===== config.mk =====
export PLATFORM = sky130hd
export DESIGN_NAME = isqrt_seq
export DESIGN_NICKNAME = d
export VERILOG_FILES = /design/src/rtl/isqrt_seq.sv
export SDC_FILE = /design/constraint.sdc
export NUM_CORES = 1
export LEC_CHECK = 0
export CORE_UTILIZATION = 40
export DETAILED_ROUTE_END_ITERATION = 8
export SLEW_MARGIN = 20
export SYNTH_ARGS = -nofsm -noshare
export SYNTH_HDL_FRONTEND = slang
export SYNTH_SLANG_ARGS = --single-unit

===== constraint.sdc =====
create_clock -name clk_i -period 3.5 [get_ports clk_i]
set_clock_uncertainty 0.15 [all_clocks]
set_input_delay 0.525 -clock clk_i [delete_from_list [all_inputs] [get_ports clk_i]]
set_output_delay 0.525 -clock clk_i [all_outputs]
set_load 0.05 [all_outputs]

===== src/rtl/isqrt_seq.sv =====
// isqrt_seq: iterative integer square root, one result bit per clock (shift/subtract).
// Optional feature macro: ISQRT_REM_EN adds the rem_bo remainder output.
// Ports: clk_i clock; rst_i sync active-high reset; x_bi radicand; start_i request (IDLE only);
//        busy_o operation in progress; done_o one-cycle result pulse;
//        y_bo floor(sqrt(x)) zero-extended; rem_bo x - y*y (ISQRT_REM_EN only).
module isqrt_seq #(
  parameter int WIDTH = 8
) (
  input  logic             clk_i,
  input  logic             rst_i,
  input  logic [WIDTH-1:0] x_bi,
  input  logic             start_i,
  output logic             busy_o,
  output logic             done_o,
  output logic [WIDTH-1:0] y_bo
`ifdef ISQRT_REM_EN
  ,
  output logic [WIDTH/2:0] rem_bo
`endif
);
  localparam int CW = $clog2(WIDTH / 2);
  typedef enum logic {IDLE, CALC} state_t;
  state_t           state_q;
  logic [WIDTH-1:0] x_q, m_q, r_q, y_q, b, x_d, r_d;
  logic [CW-1:0]    cnt_q;
  logic             done_q;
  logic             ge;
`ifdef ISQRT_REM_EN
  logic [WIDTH/2:0] rem_q;
  assign rem_bo = rem_q;
`endif
  always_comb begin
    b   = r_q | m_q;
    ge  = x_q >= b;
    x_d = ge ? x_q - b : x_q;
    r_d = ge ? (r_q >> 1) | m_q : r_q >> 1;
  end
  always_ff @(posedge clk_i) begin
    if (rst_i) begin
      state_q <= IDLE;
      x_q     <= '0;
      m_q     <= '0;
      r_q     <= '0;
      cnt_q   <= '0;
      y_q     <= '0;
      done_q  <= 1'b0;
`ifdef ISQRT_REM_EN
      rem_q   <= '0;
`endif
    end else if (state_q == IDLE) begin
      done_q <= 1'b0;
      if (start_i) begin
        x_q     <= x_bi;
        m_q     <= WIDTH'(1) << (WIDTH - 2);
        r_q     <= '0;
        cnt_q   <= CW'(WIDTH / 2 - 1);
        state_q <= CALC;
      end
    end else begin
      x_q <= x_d;
      r_q <= r_d;
      m_q <= m_q >> 2;
      if (cnt_q == '0) begin
        state_q <= IDLE;
        y_q     <= r_d;
        done_q  <= 1'b1;
`ifdef ISQRT_REM_EN
        // the final residual is below 2*y+1, so it fits in WIDTH/2+1 bits
        rem_q   <= x_d[WIDTH/2:0];
`endif
      end else begin
        cnt_q  <= cnt_q - 1'b1;
        done_q <= 1'b0;
      end
    end
  end
  assign busy_o = state_q == CALC;
  assign done_o = done_q;
  assign y_bo   = y_q;
endmodule


======== Yosys cells after proc, flatten, opt, wreduce, memory -nomap -nowiden ========
Index checks and enable logic that the tools add are counted.
word-level totals
  register bits after elaboration ......... 35
  input port bits ......................... 11
operators by class
  add/sub/neg operators ................... 2
  order comparisons ....................... 1
  eq/ne operators ......................... 2
  mux-type cells .......................... 15
  bitwise gates (word level) .............. 3
  reduce and logical (&&, ||, !) cells .... 7
operators with widths
  operator                                                             count
  8-bit two-way mux                                                    5
  6-bit two-way mux                                                    2
  8-bit >= comparator                                                  1
  8-bit by 7-bit bitwise OR with 8-bit output                          1
  8-bit subtractor                                                     1
  7-bit two-way mux                                                    1
  7-bit bitwise OR                                                     1
  2-bit two-way mux                                                    3
  2-bit AND reduction                                                  3
  1-bit two-way mux                                                    4
  2-bit OR reduction                                                   2
  2-bit zero test                                                      1
  2-bit by 1-bit != test with 1-bit output (second input constant)     1
  2-bit != test (second input constant)                                1
  2-bit nonzero test                                                   1
  2-bit by 1-bit subtractor with 2-bit output (second input constant)  1
  1-bit inverter                                                       1

======== Longest topological paths before layout ========
Gate-level depths: netlist of run 1.
  depth after elaboration ................. 4
  depth in mapped cells ................... 10

======== Least setup slack after synthesis of run 1 ========
Ideal clock, no wire load.
  path type ............................... register -> register
  from .................................... register m_q[0]
  to ...................................... register x_q[6]
  library setup time ...................... 88 ps
  arrival time ............................ 2147 ps
  data required time ...................... 3262 ps
  setup slack ............................. 1115 ps
  stages on the path, launching flop included .. 10
  buffers on the path ..................... 0
  clock period less this slack ............ 2385 ps
  cells stage by stage .................... dfxtp_1 or2_2 ha_1 inv_1 fa_1 a211oi_2 nor3b_1 or4_1 o31a_1 a311oi_2
on the way
  longest elaborated chain between the ends .. 4
  elaborated cells on any way between the ends .. 7
  those cells by class .................... add/sub (1); order compare (1); eq/ne (1); mux (2); bitwise (1); reduce/logical (1)
RTL lines
  item                                                                           line    RTL
  start: declaration                                                             24      logic [WIDTH-1:0] x_q, m_q, r_q, y_q, b, x_d, r_d;
  start signal: assignment                                                       54      m_q <= WIDTH'(1) << (WIDTH - 2);
  start signal: assignment                                                       62      m_q <= m_q >> 2;
  8-bit by 7-bit bitwise OR with 8-bit output *                                  33      b = r_q | m_q;
  8-bit subtractor or 8-bit >= comparator (tied branches)                        35, 34
  8-bit two-way mux or 2-bit by 1-bit != test with 1-bit output (tied branches)  -
  8-bit two-way mux or 2-bit AND reduction (tied branches)                       -
  end signal: assignment                                                         53      x_q <= x_bi;
  end: declaration                                                               24
Every way passes the cells marked *; elsewhere a longest branch is shown, timed or not. The select of a mux whose other input is x is not followed.
A chain may end at the register's enable or synchronous reset.

======== Final worst setup path of run 1 ========
  from .................................... register m_q[0]
  to ...................................... register x_q[7]
The elaborated chain is that of the path after synthesis.

==> results.yml, run 1 <==
placed_design:
  dp_hpwl_um: 2470
  pre_cts_slack_ns: 0.941
  place.gp.congestion: 0.837
  portBuffers: 19
  dp.cells: 256
routing:
  first_pass_iters: 4
  drc: 0
  vias: 1419
  drtIter0Drc: 94
  ant_nets: 0
  drt_wl_total_um: 3520
  via_per_inst: 5.38
  routedWlPerCell_um: 13.3
floorplan:
  die_h_um: 64.8
  die_w_um: 64.8
  start_util_pct: 42.4
  std_cell_rows: 22
  die_area_um2: 4190
  ios: 21
  core_area_um2: 3720
power:
  p_per_area_nw_per_um2: 559
  power_leakage_uw: 0.000721
  ir_drop_mv: 0.269
clocking:
  path_clk_slew_ns: 0.07
  cts_resized: 0
  cts_buffer_depth: 2
  cts-buffers-inserted: 5
  cts_tree: "built"
  cts_hold_buffers: 0
  ctsRootBufferMaster: "clkbuf_8"
  clock_latency_ns: 0.29
  cts.sinks: 30
  cts_setup_buffers: 0
  h-tree-depth: 2
timing:
  finalHoldViolCount: 0
  setup_violations: 0
  fin_setup_tns_ns: 0
  rsz0062_at_grt: "false"
  clock.fmax_ghz: 0.381
  worst_pin_slew_ns: 0.532
  slew_viol_final: 0
  worst_slack_ns: 0.877
  slew-limit-headroom_pct: 64.5
  period_share_pct: 74.9
  fin_crit_ns: 2.62
final_layout:
  final_core_util_pct: 50.7
  fill_cells: 392
  syn_to_final_growth_pct: 19.5
  drive_gt1_share_pct: 6.48
  n_antenna_cell: 0
  fin_nets: 235
  instances_no_fill: 264
yosys:
  synth-compound-area-share_pct: 24.8
  postSynthRegisterBits: 30
  yosysTopAreaCellShare_pct: 38.1
  synthTopCellsByArea: "dfxtp_1 (38%), nor2_1 (8.8%), ha_1 (6.4%), a21oi_1 (6.0%), nand2_1 (5.0%)"
  ys_seq_area_share_pct: 38.1
  synth_top_family_by_area: "compound AO/OA/AOI/OAI gates"
  synthesis.area_um2: 1580
  yosys.area.top_type: "dfxtp_1"
  synth_warnings: 0
  synth_simple_gate_area_share_pct: 21.7
  post_synth_xor_area_fraction_pct: 0.556
  syn_nets: 219
  yosysUniqueCellTypes: 42
  syn_avg_cell_area_um2: 7.92
  syn_inst: 199
  synthAdderAreaFrac_pct: 7.63
  synthMuxAreaShare_pct: 1.27
critical_path:
  critical_path.max_stage_delay_ns: 0.49
  path_delay_family: "compound AO/OA/AOI/OAI gates"
  worstSetupEndpointType: "flop"
  cpMostUsedCell: "a211oi_2"
  criticalPathCategory: "flop to flop"
  crit_buf_inv: 1
  worst_path_max_delay_cell: "a211oi_2"
  crit_chain: "or2_2, ha_1, inv_1, fa_1, a211oi_2, o21ai_1, a211oi_2, nor2_1, a32o_1"
  cp.arrival_ns: 2.64
  start_kind: "flop"
  required_ns: 3.52
  critPathMaxFanout: 7
min_path:
  hold_class: "flop to flop"
global_route:
  grt_max_degree: 32
  grt_antenna_before_repair: 0
  groute.usage.overall_pct: 19.0
  first_global_vias: 1377
  overflow: 0
  grt_pass1_wl_um: 6110
flow_run:
  max_cap_viol_count: 0
run_status:
  status: "finished clean"
==> cell usage after synthesis <==
library cell,n
a211o_1,1
a211oi_1,7
a211oi_2,2
a21o_1,1
a21oi_1,19
a221oi_1,1
a311oi_1,6
a311oi_2,1
a31oi_1,2
a32o_1,1
a41o_1,1
and2_1,1
and3_1,4
buf_1,3
buf_2,3
buf_4,1
clkbuf_1,5
conb_1,1
dfxtp_1,30
fa_1,1
ha_1,8
inv_1,10
mux2i_1,2
nand2_1,21
nand3_1,3
nand3b_1,1
nand4_1,1
nor2_1,37
nor2b_1,1
nor3_1,6
nor3b_1,1
nor4_1,1
o211ai_1,1
o21a_1,3
o21ai_0,2
o21ai_1,1
o21bai_1,1
o31a_1,2
o31ai_1,3
or2_2,1
or4_1,1
xnor2_1,1
==> metal layers <==
| metal | vias to the layer above | GRT usage, % | share of wire (%) |
|---|---|---|---|
| met5 | - | 0 | 0 |
| met4 | 0 | 7.50 | 1.6 |
| met3 | 7 | 4.93 | 2.8 |
| met2 | 26 | 29.7 | 46 |
| met1 | 652 | 24.6 | 50 |
| li1 | 734 | - | - |
==> metrics by stage <==
step                instance area (µm²)  power (µW)  hold WS [ns]
floorplan                          1580         680         0.286
global placement                   1790         755         0.295
detailed placement                 1790         762         0.297
CTS                                1880        1050         0.306
global route                       1880        1120         0.342
finish                             1880        1050         0.303
==> logic make-up after synthesis <==
kind of cell | Yosys count
DFF | 30
xor gates and xnor gates | 1
buffers and inverters | 22
other | 1
and+or+nand+nor | 79
AOI/OAI and AO/OA | 55
muxes | 2
adders and majority gates | 9
==> layout by cell type, fill, tap and decap left out, types with 3 or more instances in the layout <==
cell,instances
dfxtp_1,30
clkbuf_8,6
nand2_1,21
a21oi_1,19
nand3_1,3
ha_1,8
clkdlybuf4s50_1,19
and3_1,4
inv_1,10
a311oi_1,6
o21a_1,3
nor3_1,6
a211oi_1,7
o31ai_1,3
nor2_1,37
==> worst register-to-register path, delay by kind of cell (launching register included) <==
family	cells	cell delay [ns]
fa+ha+maj	2	0.58
simple gates	2	0.21
buf+inv	1	0.06
flops	1	0.35
compound gates	4	1.17
==> power breakdown <==
part | internal (µW) | switching (µW) | total, µW | leakage, µW
logic | 143 | 216 | 360 | 0.000428
clock network | 158 | 137 | 294 | 0.0000472
registers | 375 | 23.4 | 398 | 0.000246
==> sequential cells by signal, summed over array words and instances (netlist names) <==
name / cells
cnt_q: 2
busy_o: 1
y_bo: 7
done_o: 1
m_q: 4
x_q: 8
r_q: 7
==> cell type report <==
cell class	count	area (µm²)	area share (%)
Multi-Input combinational cell	147	885	47.0
Sequential cell	30	601	31.9
Tap cell	48	60.1	3.19
Clock buffer	6	82.6	4.39
Inverter	10	37.5	1.99
Timing Repair Buffer	21	205	10.9
Clock inverter	2	12.5	0.664
==> worst paths after layout <==
check / endpoint / from / cells past startpoint / slack [ns]
setup / recovery: x_q[7] / m_q[0] / 9 / 0.88
setup reg to reg: x_q[7] / m_q[0] / 9 / 0.88
hold reg to reg: y_bo[3] / y_bo[3] / 2 / 0.30
hold / removal: y_bo[3] / y_bo[3] / 2 / 0.30
Note: power is estimated with default switching activity, not from simulation.
==> run 2, diff against run 1 <==
clock period = 2.2 ns   (was 3.5 ns; I/O delays follow)
==> run 2 against run 1 <==
Net effect:
- the flow now finishes with violations (setup timing)
- combinational power grew 100%
- critical path depth is the same
- non-clock buffer count grew 18
- register-to-register slack lost 1.0 ns
- clock-buffer cell count shrank 1
- worst hold slack gained 0.0016 ns
- first-iteration DRC count grew 5.3%
- critical path type unchanged
- critical endpoint is now x_q[6]
- largest power group is now combinational cells
==> results.yml, run 2 (synthesis results as in run 1) <==
clocking:
  cts.sinks: 30
  cts-buffers-inserted: 5
  cts_buffer_depth: 2
  cts_hold_buffers: 0
  path_clk_slew_ns: 0.07
  h-tree-depth: 2
  ctsRootBufferMaster: "clkbuf_8"
  cts_tree: "built"
  clock_latency_ns: 0.29
floorplan:
  core_area_um2: 3720
  die_w_um: 64.8
  std_cell_rows: 22
  die_h_um: 64.8
  ios: 21
  die_area_um2: 4190
  start_util_pct: 42.4
critical_path:
  critical_path.max_stage_delay_ns: 0.41
  critPathMaxFanout: 3
  cp-startpoint: "r_q[0]"
  path_delay_family: "compound AO/OA/AOI/OAI gates"
  required_ns: 2.26
  r2r_start: "r_q[0]"
  start_kind: "flop"
  crit_buf_inv: 1
  crit_chain: "or2_4, ha_4, inv_2, fa_2, a211oi_4, nor3b_2, or4_1, o31a_1, a311oi_2"
  worst_path_max_delay_cell: "or4_1"
  cp.arrival_ns: 2.39
  worstSetupEndpointType: "flop"
  criticalPathCategory: "flop to flop"
routing:
  met2_length_um: 1990
  top_layer_used: "met4"
  drt_wl_total_um: 4050
  first_pass_iters: 4
  via_per_inst: 5.43
  drtIter0Drc: 99
  ant_nets: 0
  routedWlPerCell_um: 14.4
  wl_met1_um: 1840
  vias: 1531
  drc: 0
  wl_met3_um: 152
power:
  switchingPower_uw: 672
  ir_drop_mv: 0.468
  switching_share_pct: 34.8
  clock_power_share_pct: 29.3
  combPwrFrac_pct: 37.8
  p_per_area_nw_per_um2: 907
  seqPwrFrac_pct: 32.9
  power_leakage_uw: 0.000833
  p_int_uw: 1260
placed_design:
  place.gp.congestion: 0.893
  pre_cts_slack_ns: -0.177
  dp_hpwl_um: 2780
  portBuffers: 19
  dp.cells: 270
  dpl-instance-area_um2: 1930
min_path:
  hold_class: "flop to flop"
  min_from: "y_bo[3]"
final_layout:
  drive_gt1_share_pct: 20.9
  final_core_util_pct: 57.3
  largest-register: "x_q"
  syn_to_final_growth_pct: 35.3
  final_common_cell: "nor2_1"
  fin_nets: 253
  largest_register_ffs: 8
  n_antenna_cell: 0
  fin_area_um2: 2130
  instances_no_fill: 282
  final_cell_mix: "nor2_1 (37), dfxtp_1 (28), buf_4 (20), a21oi_1 (19)"
timing:
  whs_ns: 0.305
  rsz0062_at_grt: "true"
  setup_violations: 8
  finalHoldViolCount: 0
  period_share_pct: 106
  clock.fmax_ghz: 0.428
  slew_viol_final: 0
  worst_slack_ns: -0.139
  worst_pin_slew_ns: 0.504
  slew-limit-headroom_pct: 66.3
  fin_crit_ns: 2.34
run_status:
  status: "complete, but fails checks"
  violations: "setup timing"
global_route:
  first_global_vias: 1406
  overflow: 0
  grt_max_degree: 25
  groute.usage.overall_pct: 20.6
  grt_pass1_wl_um: 6460
  grt_antenna_before_repair: 0
flow_run:
  max_cap_viol_count: 0
## run 2: per-stage QoR
stage                     total power [µW]  TNS [ns]
after detailed placement              1290     -1.70
after global routing                  2050     -1.71
after CTS                             1870     -1.07
after global placement                1280    -0.851
final                                 1930    -0.596
after floorplan                       1090    -0.188
## run 2: what timing repair did
action / CTS / global route
endpoints found under the setup margin: 16 / 16
gates resized for setup: 2 / 11
pin swaps: 2 / 5
buffers inserted: 0 / 4
## run 2: worst register-to-register path: stages, from the launching register on
cell	delay [ns]
dfxtp_2	0.33
or2_4	0.12
ha_4	0.12
inv_2	0.03
fa_2	0.36
a211oi_4	0.29
nor3b_2	0.09
or4_1	0.41
o31a_1	0.13
a311oi_2	0.23
## run 2: area by class of cell
class	instances	area, µm²
inverter	10	37.5
multi-input combinational	147	971
tap	48	60.1
clock inverter	3	40.0
sequential	30	603
fill	339	1590
clock buffer	5	68.8
timing repair buffer	39	350
## run 2: power by group through the flow
stage / logic, µW / clock network (µW) / registers, µW
floorplan: 429 / 0 / 666
global route: 802 / 602 / 642
detailed placement: 645 / 0 / 646
CTS: 660 / 571 / 635
global placement: 640 / 0 / 644
finish: 729 / 567 / 636
## run 2: worst paths after layout
path                  end  slack, ns  cells after the start
hold / removal    y_bo[3]       0.31                      2
setup / recovery   x_q[6]      -0.14                      9
hold reg to reg   y_bo[3]       0.31                      2
setup reg to reg   x_q[6]      -0.14                      9
## run 2: layer usage
layer	up-vias	track usage, %
met4	0	9.44
met5	-	0
met3	7	5.28
li1	771	-
met2	33	33.7
met1	720	25.1
==> run 3, diff against run 2 <==
SETUP_SLACK_MARGIN = 0.5   (was not set)
==> run 3 against run 2 <==
Net effect:
- the run still ends with setup timing left
- worst hold slack gained 0.0076 ns
- fmax shrank 2.0%
- sequential share of layout area up 0.23 points
- sequential power hardly changed
- sequential cell count unchanged
- combinational power is 5.2% higher
- non-clock buffer count rose by 2
- global-route usage grew 0.44 points
- largest cell class unchanged
==> results.yml, run 3 (synthesis results as in run 1) <==
critical_path:
  worstSetupPathDepth: 9
  cp.arrival_ns: 2.43
  crit_buf_inv: 1
  worst_path_max_delay_cell: "or4_1"
  required_ns: 2.25
  r2r_slack_ns: -0.19
  criticalPathCategory: "flop to flop"
  cp-startpoint: "r_q[0]"
  crit_chain: "or2_4, ha_4, inv_2, fa_2, a211oi_4, nor3b_2, or4_1, o31a_1, a311oi_2"
  rr_endpoint: "x_q[6]"
  start_kind: "flop"
  critPathMaxFanout: 3
  setup.worst_path.end: "x_q[6]"
  rr_worst_depth: 9
  critical_path.max_stage_delay_ns: 0.42
  path_delay_family: "compound AO/OA/AOI/OAI gates"
  r2r_start: "r_q[0]"
  worstSetupEndpointType: "flop"
final_layout:
  fin_nets: 255
  n_antenna_cell: 0
  instances_no_fill: 282
  final_common_cell: "nor2_1"
  largest-register: "x_q"
  fill_cells: 360
  drive_gt1_share_pct: 23.1
  final_cell_mix: "nor2_1 (37), dfxtp_1 (27), buf_4 (23), a21oi_1 (18), nand2_1 (18)"
  final_core_util_pct: 57.0
  syn_to_final_growth_pct: 34.5
  largest_register_ffs: 8
  seqCellArea_um2: 604
  multi_input_area_um2: 991
timing:
  clock.fmax_ghz: 0.419
  period_share_pct: 109
  finalHoldViolCount: 0
  fin_setup_tns_ns: -1.20
  fin_crit_ns: 2.39
  rsz0062_at_grt: "true"
  setup_violations: 16
  slew_viol_final: 0
  worst_slack_ns: -0.187
floorplan:
  core_area_um2: 3720
  ios: 21
  start_util_pct: 42.4
  die_h_um: 64.8
  std_cell_rows: 22
  die_w_um: 64.8
  die_area_um2: 4190
global_route:
  first_global_vias: 1472
  groute.usage.overall_pct: 21.1
  grt_pass1_wl_um: 6620
  top_usage_layer: "met2"
  grt_max_degree: 23
  gr-usage-met1_pct: 25.1
  grtUsageMet2_pct: 34.4
  overflow: 0
  grt_antenna_before_repair: 0
  grtUsageMet3_pct: 6.87
clocking:
  clock_latency_ns: 0.29
  path_clk_slew_ns: 0.06
  cts_buffer_depth: 2
  cts_tree: "built"
  h-tree-depth: 2
  cts-buffers-inserted: 5
  cts.sinks: 30
  ctsRootBufferMaster: "clkbuf_8"
flow_run:
  max_cap_viol_count: 0
placed_design:
  dp.cells: 270
  dp_hpwl_um: 2870
  pre_cts_slack_ns: -0.228
  portBuffers: 19
  place.gp.congestion: 0.827
power:
  p_per_area_nw_per_um2: 874
  finalPower_uw: 1850
  power_leakage_uw: 0.000870
  ir_drop_mv: 0.517
routing:
  routedWlPerCell_um: 14.3
  vias: 1530
  ant_nets: 0
  drtIter0Drc: 105
  via_per_inst: 5.43
  first_pass_iters: 4
  drc: 0
  drt_wl_total_um: 4030
min_path:
  hold_class: "flop to flop"
run_status:
  status: "complete, but fails checks"
  violations: "setup timing"
-- run 3: cell type report --
class / instances / share of cell area, %
clock buffer: 6 / 3.90
inverter: 10 / 1.77
multi-input combinational: 147 / 46.8
sequential: 30 / 28.5
tap: 48 / 2.84
timing repair buffer: 41 / 16.2
-- run 3: tightest hold or removal path, stage by stage, from the launching register on --
cell     delay (ns)
dfxtp_1        0.31
nand2_1        0.05
a21oi_1        0.06
-- run 3: how the worst min path moves through the flow --
stage                       start  endpoint  slack, ns  depth (start not counted)
after global routing      y_bo[5]   y_bo[5]       0.35                          2
after CTS                 y_bo[6]   y_bo[6]       0.30                          2
after floorplan            x_q[2]    x_q[2]       0.29                          2
after detailed placement  y_bo[6]   y_bo[6]       0.30                          2
final                     y_bo[5]   y_bo[5]       0.31                          2
after global placement    y_bo[3]   y_bo[3]       0.29                          2
-- run 3: layer usage --
layer | share of wire (%) | up-vias | wire length [µm]
li1 | - | 772 | -
met1 | 46 | 709 | 1830
met2 | 48 | 40 | 1920
met3 | 4.5 | 9 | 180
met4 | 2.4 | 0 | 95
met5 | 0 | - | 0
-- run 3: timing repair --
item,CTS,global route
setup endpoints to repair,24,18
gates cloned,0,0
setup buffers,1,5
hold buffers,0,0
resized for setup,10,16
pin swaps,3,10
-- run 3: per-stage QoR --
stage               hold WS (ns)  cell area [µm²]
finish                     0.313             2120
CTS                        0.304             2010
global route               0.348             2120
global placement           0.294             1920
detailed placement         0.298             1920
floorplan                  0.286             1600
-- run 3: power by group --
group	switching [µW]	total, µW	internal (µW)
sequential	42.1	639	597
combinational	417	767	350
clock	205	445	241
total	664	1850	1190
